<file path="src/rtl/ddr_rd_pkt_engine.sv">
// rtl/ddr_rd_pkt_engine.sv - DDR read descriptor engine: AXI4 read bursts to one AXI-Stream packet
//
// Takes one read descriptor at a time (byte address, length in 64-bit words,
// last-word byte strobe). It splits the descriptor into AXI4 INCR read bursts.
// Each burst is limited by P_MAX_BURST and by 4 KB boundaries, and only one
// burst is outstanding at a time. The returned data goes out as a single
// AXI-Stream packet through a one-entry register slice.
//
// Ports:
//   i_clk, i_rst            clock, asynchronous active-high reset
//   i_rd_ddr_addr/len/strb  descriptor: byte address, word count, last-word strobe (0 = all bytes)
//   i_rd_ddr_valid          descriptor valid, sampled only while o_rd_ddr_ready is high
//   o_rd_ddr_ready          engine idle and able to take a descriptor
//   o_rd_ddr_cpl            one-cycle pulse once the final word has left on the stream
//   o_rd_err                one-cycle pulse for each R beat whose rresp is non-zero
//   m_axi_ar*               AXI4 read address channel (INCR, 8-byte beats)
//   m_axi_r*                AXI4 read data channel
//   m_axis_t*               outgoing packet stream

module ddr_rd_pkt_engine #(
  parameter int                              C_M_AXI_ADDR_WIDTH = 32,
  parameter logic [C_M_AXI_ADDR_WIDTH-1:0]   P_BASE_ADDR        = '0,
  parameter int                              P_MAX_BURST        = 64,
  parameter int                              C_M_AXI_ID         = 0
) (
  input  logic                          i_clk,
  input  logic                          i_rst,
  input  logic [C_M_AXI_ADDR_WIDTH-1:0] i_rd_ddr_addr,
  input  logic [15:0]                   i_rd_ddr_len,
  input  logic [7:0]                    i_rd_ddr_strb,
  input  logic                          i_rd_ddr_valid,
  output logic                          o_rd_ddr_ready,
  output logic                          o_rd_ddr_cpl,
  output logic                          o_rd_err,
  output logic [3:0]                    m_axi_arid,
  output logic [C_M_AXI_ADDR_WIDTH-1:0] m_axi_araddr,
  output logic [7:0]                    m_axi_arlen,
  output logic [2:0]                    m_axi_arsize,
  output logic [1:0]                    m_axi_arburst,
  output logic                          m_axi_arvalid,
  input  logic                          m_axi_arready,
  input  logic [63:0]                   m_axi_rdata,
  input  logic [1:0]                    m_axi_rresp,
  input  logic                          m_axi_rlast,
  input  logic                          m_axi_rvalid,
  output logic                          m_axi_rready,
  output logic [63:0]                   m_axis_tdata,
  output logic [7:0]                    m_axis_tkeep,
  output logic                          m_axis_tlast,
  output logic                          m_axis_tvalid,
  input  logic                          m_axis_tready
);

  localparam int AW = C_M_AXI_ADDR_WIDTH;

  typedef enum logic [1:0] {S_IDLE, S_AR, S_DATA, S_CPL} state_t;

  state_t          state;
  logic [AW-1:0]   addr_q;        // byte address of the current burst
  logic [15:0]     remaining;     // words still to be received for this descriptor
  logic [7:0]      strb_last;     // tkeep for the final word, already mapped 0 -> FF
  logic [8:0]      burst_beats;   // beat count of the burst in flight

  // Beat count for the next burst. It is the smallest of three limits:
  // the words remaining, the configured maximum, and the words left before
  // the next 4 KB boundary. The address is 8-byte aligned, so the boundary
  // term is exact.
  function automatic logic [8:0] calc_beats(input logic [11:0] a_lo, input logic [15:0] rem);
    logic [12:0] to_4k;
    logic [15:0] b;
    to_4k = (13'd4096 - {1'b0, a_lo}) >> 3;
    b = rem;
    if (b > 16'(P_MAX_BURST)) b = 16'(P_MAX_BURST);
    if (b > {3'b000, to_4k})  b = {3'b000, to_4k};
    return b[8:0];
  endfunction

  logic [AW-1:0] accept_addr;
  logic [8:0]    first_beats;
  logic [AW-1:0] next_addr;
  logic [15:0]   next_rem;
  logic [8:0]    next_beats;
  logic          r_hs;
  logic          t_hs;

  assign accept_addr = i_rd_ddr_addr + P_BASE_ADDR;
  assign first_beats = calc_beats(accept_addr[11:0], i_rd_ddr_len);
  assign next_addr   = addr_q + AW'({burst_beats, 3'b000});
  assign next_rem    = remaining - 16'd1;
  assign next_beats  = calc_beats(next_addr[11:0], next_rem);

  assign m_axi_arid    = 4'(C_M_AXI_ID);
  assign m_axi_arsize  = 3'b011;
  assign m_axi_arburst = 2'b01;

  // The slice accepts a new word when it is empty or is being emptied this cycle.
  assign m_axi_rready = (state == S_DATA) && (!m_axis_tvalid || m_axis_tready);
  assign r_hs         = m_axi_rvalid && m_axi_rready;
  assign t_hs         = m_axis_tvalid && m_axis_tready;

  always_ff @(posedge i_clk or posedge i_rst) begin
    if (i_rst) begin
      state          <= S_IDLE;
      addr_q         <= '0;
      remaining      <= '0;
      strb_last      <= '0;
      burst_beats    <= '0;
      o_rd_ddr_ready <= 1'b0;
      o_rd_ddr_cpl   <= 1'b0;
      o_rd_err       <= 1'b0;
      m_axi_arvalid  <= 1'b0;
      m_axi_araddr   <= '0;
      m_axi_arlen    <= '0;
      m_axis_tvalid  <= 1'b0;
      m_axis_tdata   <= '0;
      m_axis_tkeep   <= '0;
      m_axis_tlast   <= 1'b0;
    end else begin
      o_rd_ddr_cpl <= 1'b0;
      o_rd_err     <= r_hs && (m_axi_rresp != 2'b00);

      // Drain the slice. A load in S_DATA below takes precedence.
      if (t_hs) begin
        m_axis_tvalid <= 1'b0;
        m_axis_tlast  <= 1'b0;
      end

      case (state)
        S_IDLE: begin
          o_rd_ddr_ready <= 1'b1;
          if (i_rd_ddr_valid && o_rd_ddr_ready) begin
            o_rd_ddr_ready <= 1'b0;
            addr_q         <= accept_addr;
            remaining      <= i_rd_ddr_len;
            strb_last      <= (i_rd_ddr_strb == 8'h00) ? 8'hFF : i_rd_ddr_strb;
            if (i_rd_ddr_len == 16'd0) begin
              state <= S_CPL;
            end else begin
              burst_beats   <= first_beats;
              m_axi_araddr  <= accept_addr;
              m_axi_arlen   <= 8'(first_beats - 9'd1);
              m_axi_arvalid <= 1'b1;
              state         <= S_AR;
            end
          end
        end

        S_AR: begin
          if (m_axi_arready) begin
            m_axi_arvalid <= 1'b0;
            state         <= S_DATA;
          end
        end

        S_DATA: begin
          if (r_hs) begin
            // The word count alone decides which word is last. rlast only ends the burst.
            m_axis_tvalid <= 1'b1;
            m_axis_tdata  <= m_axi_rdata;
            m_axis_tlast  <= (remaining == 16'd1);
            m_axis_tkeep  <= (remaining == 16'd1) ? strb_last : 8'hFF;
            remaining     <= next_rem;
            if (m_axi_rlast) begin
              addr_q <= next_addr;
              if (remaining != 16'd1) begin
                burst_beats   <= next_beats;
                m_axi_araddr  <= next_addr;
                m_axi_arlen   <= 8'(next_beats - 9'd1);
                m_axi_arvalid <= 1'b1;
                state         <= S_AR;
              end else begin
                state <= S_CPL;
              end
            end
          end
        end

        S_CPL: begin
          // Complete once the final word has left the slice.
          // The next descriptor can be taken in the same cycle.
          if (!m_axis_tvalid || m_axis_tready) begin
            o_rd_ddr_cpl   <= 1'b1;
            o_rd_ddr_ready <= 1'b1;
            state          <= S_IDLE;
          end
        end

        default: state <= S_IDLE;
      endcase
    end
  end

endmodule

</file>
<file path="config.mk">
export PLATFORM = sky130hd
export DESIGN_NAME = ddr_rd_pkt_engine
export DESIGN_NICKNAME = d
export VERILOG_FILES = /design/src/rtl/ddr_rd_pkt_engine.sv
export SDC_FILE = /design/constraint.sdc
export NUM_CORES = 1
export LEC_CHECK = 0
export ABC_AREA = 1
export BUFFER_PORTS_ARGS = -buffer_cell sky130_fd_sc_hd__buf_4
export CELL_PAD_IN_SITES_DETAIL_PLACEMENT = 1
export CELL_PAD_IN_SITES_GLOBAL_PLACEMENT = 1
export CORE_ASPECT_RATIO = 1.75
export CORE_MARGIN = 10
export CORE_UTILIZATION = 39
export DETAILED_ROUTE_END_ITERATION = 10
export GPL_TIMING_DRIVEN = 0
export PLACE_DENSITY_LB_ADDON = 0.1
export SLEW_MARGIN = 20
export SYNTH_ARGS = -nofsm -noshare
export SYNTH_HDL_FRONTEND = slang
export SYNTH_SLANG_ARGS = --single-unit
</file>
<file path="constraint.sdc">
create_clock -name i_clk -period 7.99 [get_ports i_clk]
set_input_delay 1.598 -clock i_clk [delete_from_list [all_inputs] [get_ports i_clk]]
set_output_delay 1.598 -clock i_clk [all_outputs]
set_load 0.01 [all_outputs]
</file>
Word-level counts from Yosys, hierarchy flattened
Index checks and enable logic that the tools add are counted.

Flip-flop bits (word level): 185. Input port bits: 129. Output and inout port bits: 128. Logic and storage cells: 116.

$add $sub $neg: 6. $lt $le $gt $ge: 4. Equality and inequality tests: 12. Mux-type cells: 57. Reduce and logical (&&, ||, !) cells: 22.

Operators with widths (number): $mux 32 (8); $pmux 32 s2 (2); $mux 16 (4); $mux 9 (7); $mux 8 (7); $add 32x12->32 (1); $gt 16x10->1 (2); $gt 16x7->1 const B (2); $pmux 16 s2 (1); $sub 13x12->13 const A (2); $pmux 9 s2 (1); $eq 16x1->1 const B (1); $logic_not 16->1 (1); $mux 1 (16); $ne 16x1->1 const B (1); $pmux 8 s2 (1); $sub 16x1->16 const B (1); $sub 8x1->8 const B (2); $mux 2 (7); $ne 2x2->1 const B (6); $logic_not 8->1 (1); $pmux 2 s4 (1); $reduce_and 7->1 (1); $reduce_and 2->1 (3); other kinds (15) (22).

Logic depth before layout (Yosys ltp)
Depth after elaboration: 10. Mapped depth: 34.

Worst setup path before layout
No wires, ideal clock.

Path type: input port to flip-flop. From: input i_rd_ddr_addr[3]. To: register m_axi_arlen[6]. Setup time: 0.121 ns. Data arrival time: 4.721 ns. Path slack: 3.148 ns. Stages: 27. Buffers on the path: 1. Path through: inv_1 nand4_1 nor2_1 nand2_1 nor2_1 inv_1 nor2_2 nand3_1 or2_1 or2_1 ha_1 nand2_1 inv_1 nand2_1 nand3_1 nand2_1 clkbuf_1 a21oi_1 a21oi_2 ha_1 inv_1 nor2_1 nand2_1 nor2_1 nand2_1 nand2_1 nand2_1.

Word-level cells in the longest chain between the ends: 7.

RTL lines: start: declaration (line 28) `input logic [C_M_AXI_ADDR_WIDTH-1:0] i_rd_ddr_addr,`; $sub 13x12->13 (*) (line 71) `to_4k = (13'd4096 - {1'b0, a_lo}) >> 3;`; $gt 16x10->1 (line 74) `if (b > {3'b000, to_4k}) b = {3'b000, to_4k};`; $mux 9 (*) (line 74); $sub 8x1->8 (*) (line 141) `m_axi_arlen <= 8'(first_beats - 9'd1);`; $mux 8 (*) (line 136) `if (i_rd_ddr_len == 16'd0) begin`; $mux 8 (*) (line 131) `if (i_rd_ddr_valid && o_rd_ddr_ready) begin`; $pmux 8 s2 (*) (line 128) `case (state)`; end signal: assignment (line 141); end signal: assignment (line 168) `m_axi_arlen <= 8'(next_beats - 9'd1);`; end: declaration (line 37) `output logic [7:0] m_axi_arlen,`.

Every way passes the cells marked *; elsewhere a longest branch is shown, timed or not. The select of a mux whose other input is x is not followed. A chain may end at the register's enable or synchronous reset.

Final worst setup path
From: input i_rd_ddr_addr[1]. To: register m_axi_arlen[6].

Same word-level chain as after synthesis.

==> impl_metrics.py <==
metrics = {
    "run_status": {
        "status": "complete, no violations",
    },
    "place": {
        "routabilityCongestion": 0.914,
        "io_buffers": 247,
        "dp_hpwl_um": 32700,
    },
    "routing": {
        "antenna_left": 0,
        "via_count": 10300,
        "drt_iter0_markers": 474,
        "drc": 0,
        "wire_per_inst_um": 20.4,
        "dr.pass1.iters": 4,
        "finalWirelength_um": 40800,
        "drt-vias-per-instance": 5.15,
    },
    "setup_path": {
        "worstSetupPathType": "in -> reg",
        "cp-start-kind": "input port",
        "crit_path_frequent_cell": "nand2_1",
        "slowest_delay_ns": 0.32,
        "crit_arrival_ns": 5.76,
        "cp_max_fo": 10,
        "crit_slowest_cell": "clkbuf_1",
        "required_ns": 8.33,
        "end_kind": "register",
    },
    "power_and_ir_drop": {
        "leakage_nw": 6.88,
        "peakVddDrop_mv": 0.193,
        "p_total_w": 0.00593,
        "comb_power_share": 0.558,
        "pwr-share-seq": 0.286,
        "p_switching_w": 0.00286,
        "netSwitchingFraction": 0.482,
        "p_int_w": 0.00307,
        "pwr-share-clk": 0.156,
        "powerDensity_nw_per_um2": 447,
    },
    "die": {
        "rows": 78,
        "initial_core_util": 0.397,
        "die_h_um": 235,
        "dieArea_um2": 33600,
        "io_pins": 257,
        "die_x_um": 143,
        "core_region_area_um2": 26000,
    },
    "global_routing": {
        "grt_overflow": 0,
        "grt_pass1_vias": 11400,
        "track_usage": 0.246,
        "grt_max_degree": 96,
        "antenna_found_initial": 0,
        "grt_pass1_wl_um": 63800,
    },
    "cells_and_area": {
        "drive_above_1_share": 0.208,
        "mostFrequentLayoutCells": "508 x nand2_1, 256 x buf_4, 185 x dfrtp_1",
        "final_common_cell": "nand2_1",
        "antenna_cells": 0,
        "syn_to_final_growth_pct": 28.7,
        "seq_area_um2": 4630,
        "multi_input_area_um2": 4970,
        "fill_cells": 3373,
        "final_nets": 1831,
    },
    "yosys": {
        "synth-edff-count": 0,
        "postSynthCellCount": 1389,
        "syn_area_um2": 10300,
        "ys_seq_area_frac": 0.449,
        "avgSynthCellArea_um2": 7.42,
        "yosys_warnings": 0,
        "synth-seq-cells": 185,
        "synth.lib_cells_used.distinct": 45,
        "synthArstFlopShare": 1.00,
        "ys.flop_type": "dfrtp_1",
    },
    "cts": {
        "root_buffer": "clkbuf_16",
        "cts_resized": 0,
        "cts_buffer_depth": 2,
        "cts_buffers": 17,
        "post_cts_buffers": 0,
        "clk_pin_slew_ns": 0.07,
        "worstSkewPairLatency_ns": 0.46,
        "cts.sinks": 185,
        "htreeDepth": 4,
        "cts_tree": "built",
        "postCtsHoldBufs": 0,
    },
    "sta": {
        "slew_headroom": 0.409,
        "drv_slew": 0,
        "fin_crit_sh": 0.678,
        "period_minus_slack_ns": 5.42,
        "hold_slack_ns": 0.483,
        "fmax_mhz": 185,
        "fin_skew_ns": 0.00856,
        "rsz0062_at_grt": "no",
        "setup_violations": 0,
        "worst_pin_slew_ns": 0.887,
        "hold_violations": 0,
    },
    "run": {
        "cap_violations": 0,
    },
    "worst_hold_path": {
        "hp-class": "reg -> reg",
    },
}
[worst max-delay path: cells and delay by family]
kind                     cells  cell delay (ns)
buffers and inverters        6             0.70
adder cells (fa/ha/maj)      2             0.52
AO/OA/AOI/OAI                2             0.38
AND/OR/NAND/NOR             18             2.52
[metrics by stage]
step            util  cells  instance area, um2  setup slack, ns  TNS [ns]
3_5_place_dp   0.487   1970               12600             2.12         0
4_1_cts        0.511   2002               13300             2.56         0
5_1_grt        0.511   2002               13300             2.19         0
3_3_place_gp   0.486   1969               12600            -1.20   -218.68
6_report       0.511   2002               13300             2.57         0
2_1_floorplan      -   1402               10300             1.36         0
[worst paths after layout]
path / startpoint / endpoint / slack (ns) / cells after the start
max: i_rd_ddr_addr[1] / m_axi_arlen[6] / 2.57 / 28
min: m_axis_tdata[51] / m_axis_tdata[51] / 0.48 / 2
max reg2reg: remaining[0] / m_axi_arlen[6] / 3.20 / 30
min reg2reg: m_axis_tdata[51] / m_axis_tdata[51] / 0.48 / 2
max in group asynchronous: i_rst / m_axi_araddr[13] / 5.82 / 3
min in group asynchronous: i_rst / strb_last[5] / 1.23 / 2
[power groups by stage]
stage                     Sequential, W  Clock, W  Combinational (W)
after CTS                       0.00170  0.000932            0.00335
after detailed placement        0.00170         0            0.00332
after global routing            0.00175  0.000971            0.00371
after floorplan                 0.00175         0            0.00190
after global placement          0.00169         0            0.00322
final                           0.00170  0.000923            0.00331
[cells in the mapped netlist, types with 10 or more instances]
cell type,number,area share
a21oi_1,32,0.016
buf_2,15,0.0073
clkbuf_1,32,0.012
dfrtp_1,185,0.45
ha_1,32,0.039
inv_1,120,0.044
nand2_1,508,0.19
nand3_1,57,0.028
nand4_1,20,0.012
nor2_1,101,0.037
nor3_1,16,0.0078
o211ai_1,10,0.0073
o21ai_0,110,0.053
o21ai_1,28,0.014
o22ai_1,12,0.0073
xnor2_1,13,0.011
[cell families (layout without fill, tap and decap cells)]
group,after synthesis,in the layout,synth area share
and+or+nand+nor,746,746,0.302
AOI/OAI and AO/OA,214,214,0.115
buffers and inverters,187,467,0.0732
DFF,185,185,0.449
adders and majority gates,33,33,0.0408
xor gates and xnor gates,22,22,0.0187
other,2,15,0.000729
[routing by layer]
layer / vias up / wire (um) / GRT usage
li1: 4977 / - / -
met1: 4956 / 14000 / 0.235
met2: 259 / 22000 / 0.452
met3: 109 / 2260 / 0.0670
met4: 0 / 2400 / 0.145
met5: - / 0 / 0
[flip-flops by register name, indices dropped and copies added (netlist names)]
name and cells:
strb_last 8, o_rd_err 1, m_axi_arvalid 1, m_axis_tvalid 1
o_rd_ddr_cpl 1, state 2, m_axis_tdata 64, o_rd_ddr_ready 1
m_axi_araddr 32, m_axis_tkeep 8, remaining 16, m_axis_tlast 1
m_axi_arlen 8, burst_beats 9, addr_q 32
[cell type report]
cell class                      count  area share
Tap cell                          320      0.0302
Clock buffer                       21      0.0347
Buffer                             60      0.0209
Timing Repair Buffer              248       0.142
Multi-Input combinational cell   1030       0.375
Clock inverter                     11      0.0118
Inverter                          127      0.0365
Sequential cell                   185       0.349
Note: power is estimated with default switching activity, not from simulation.
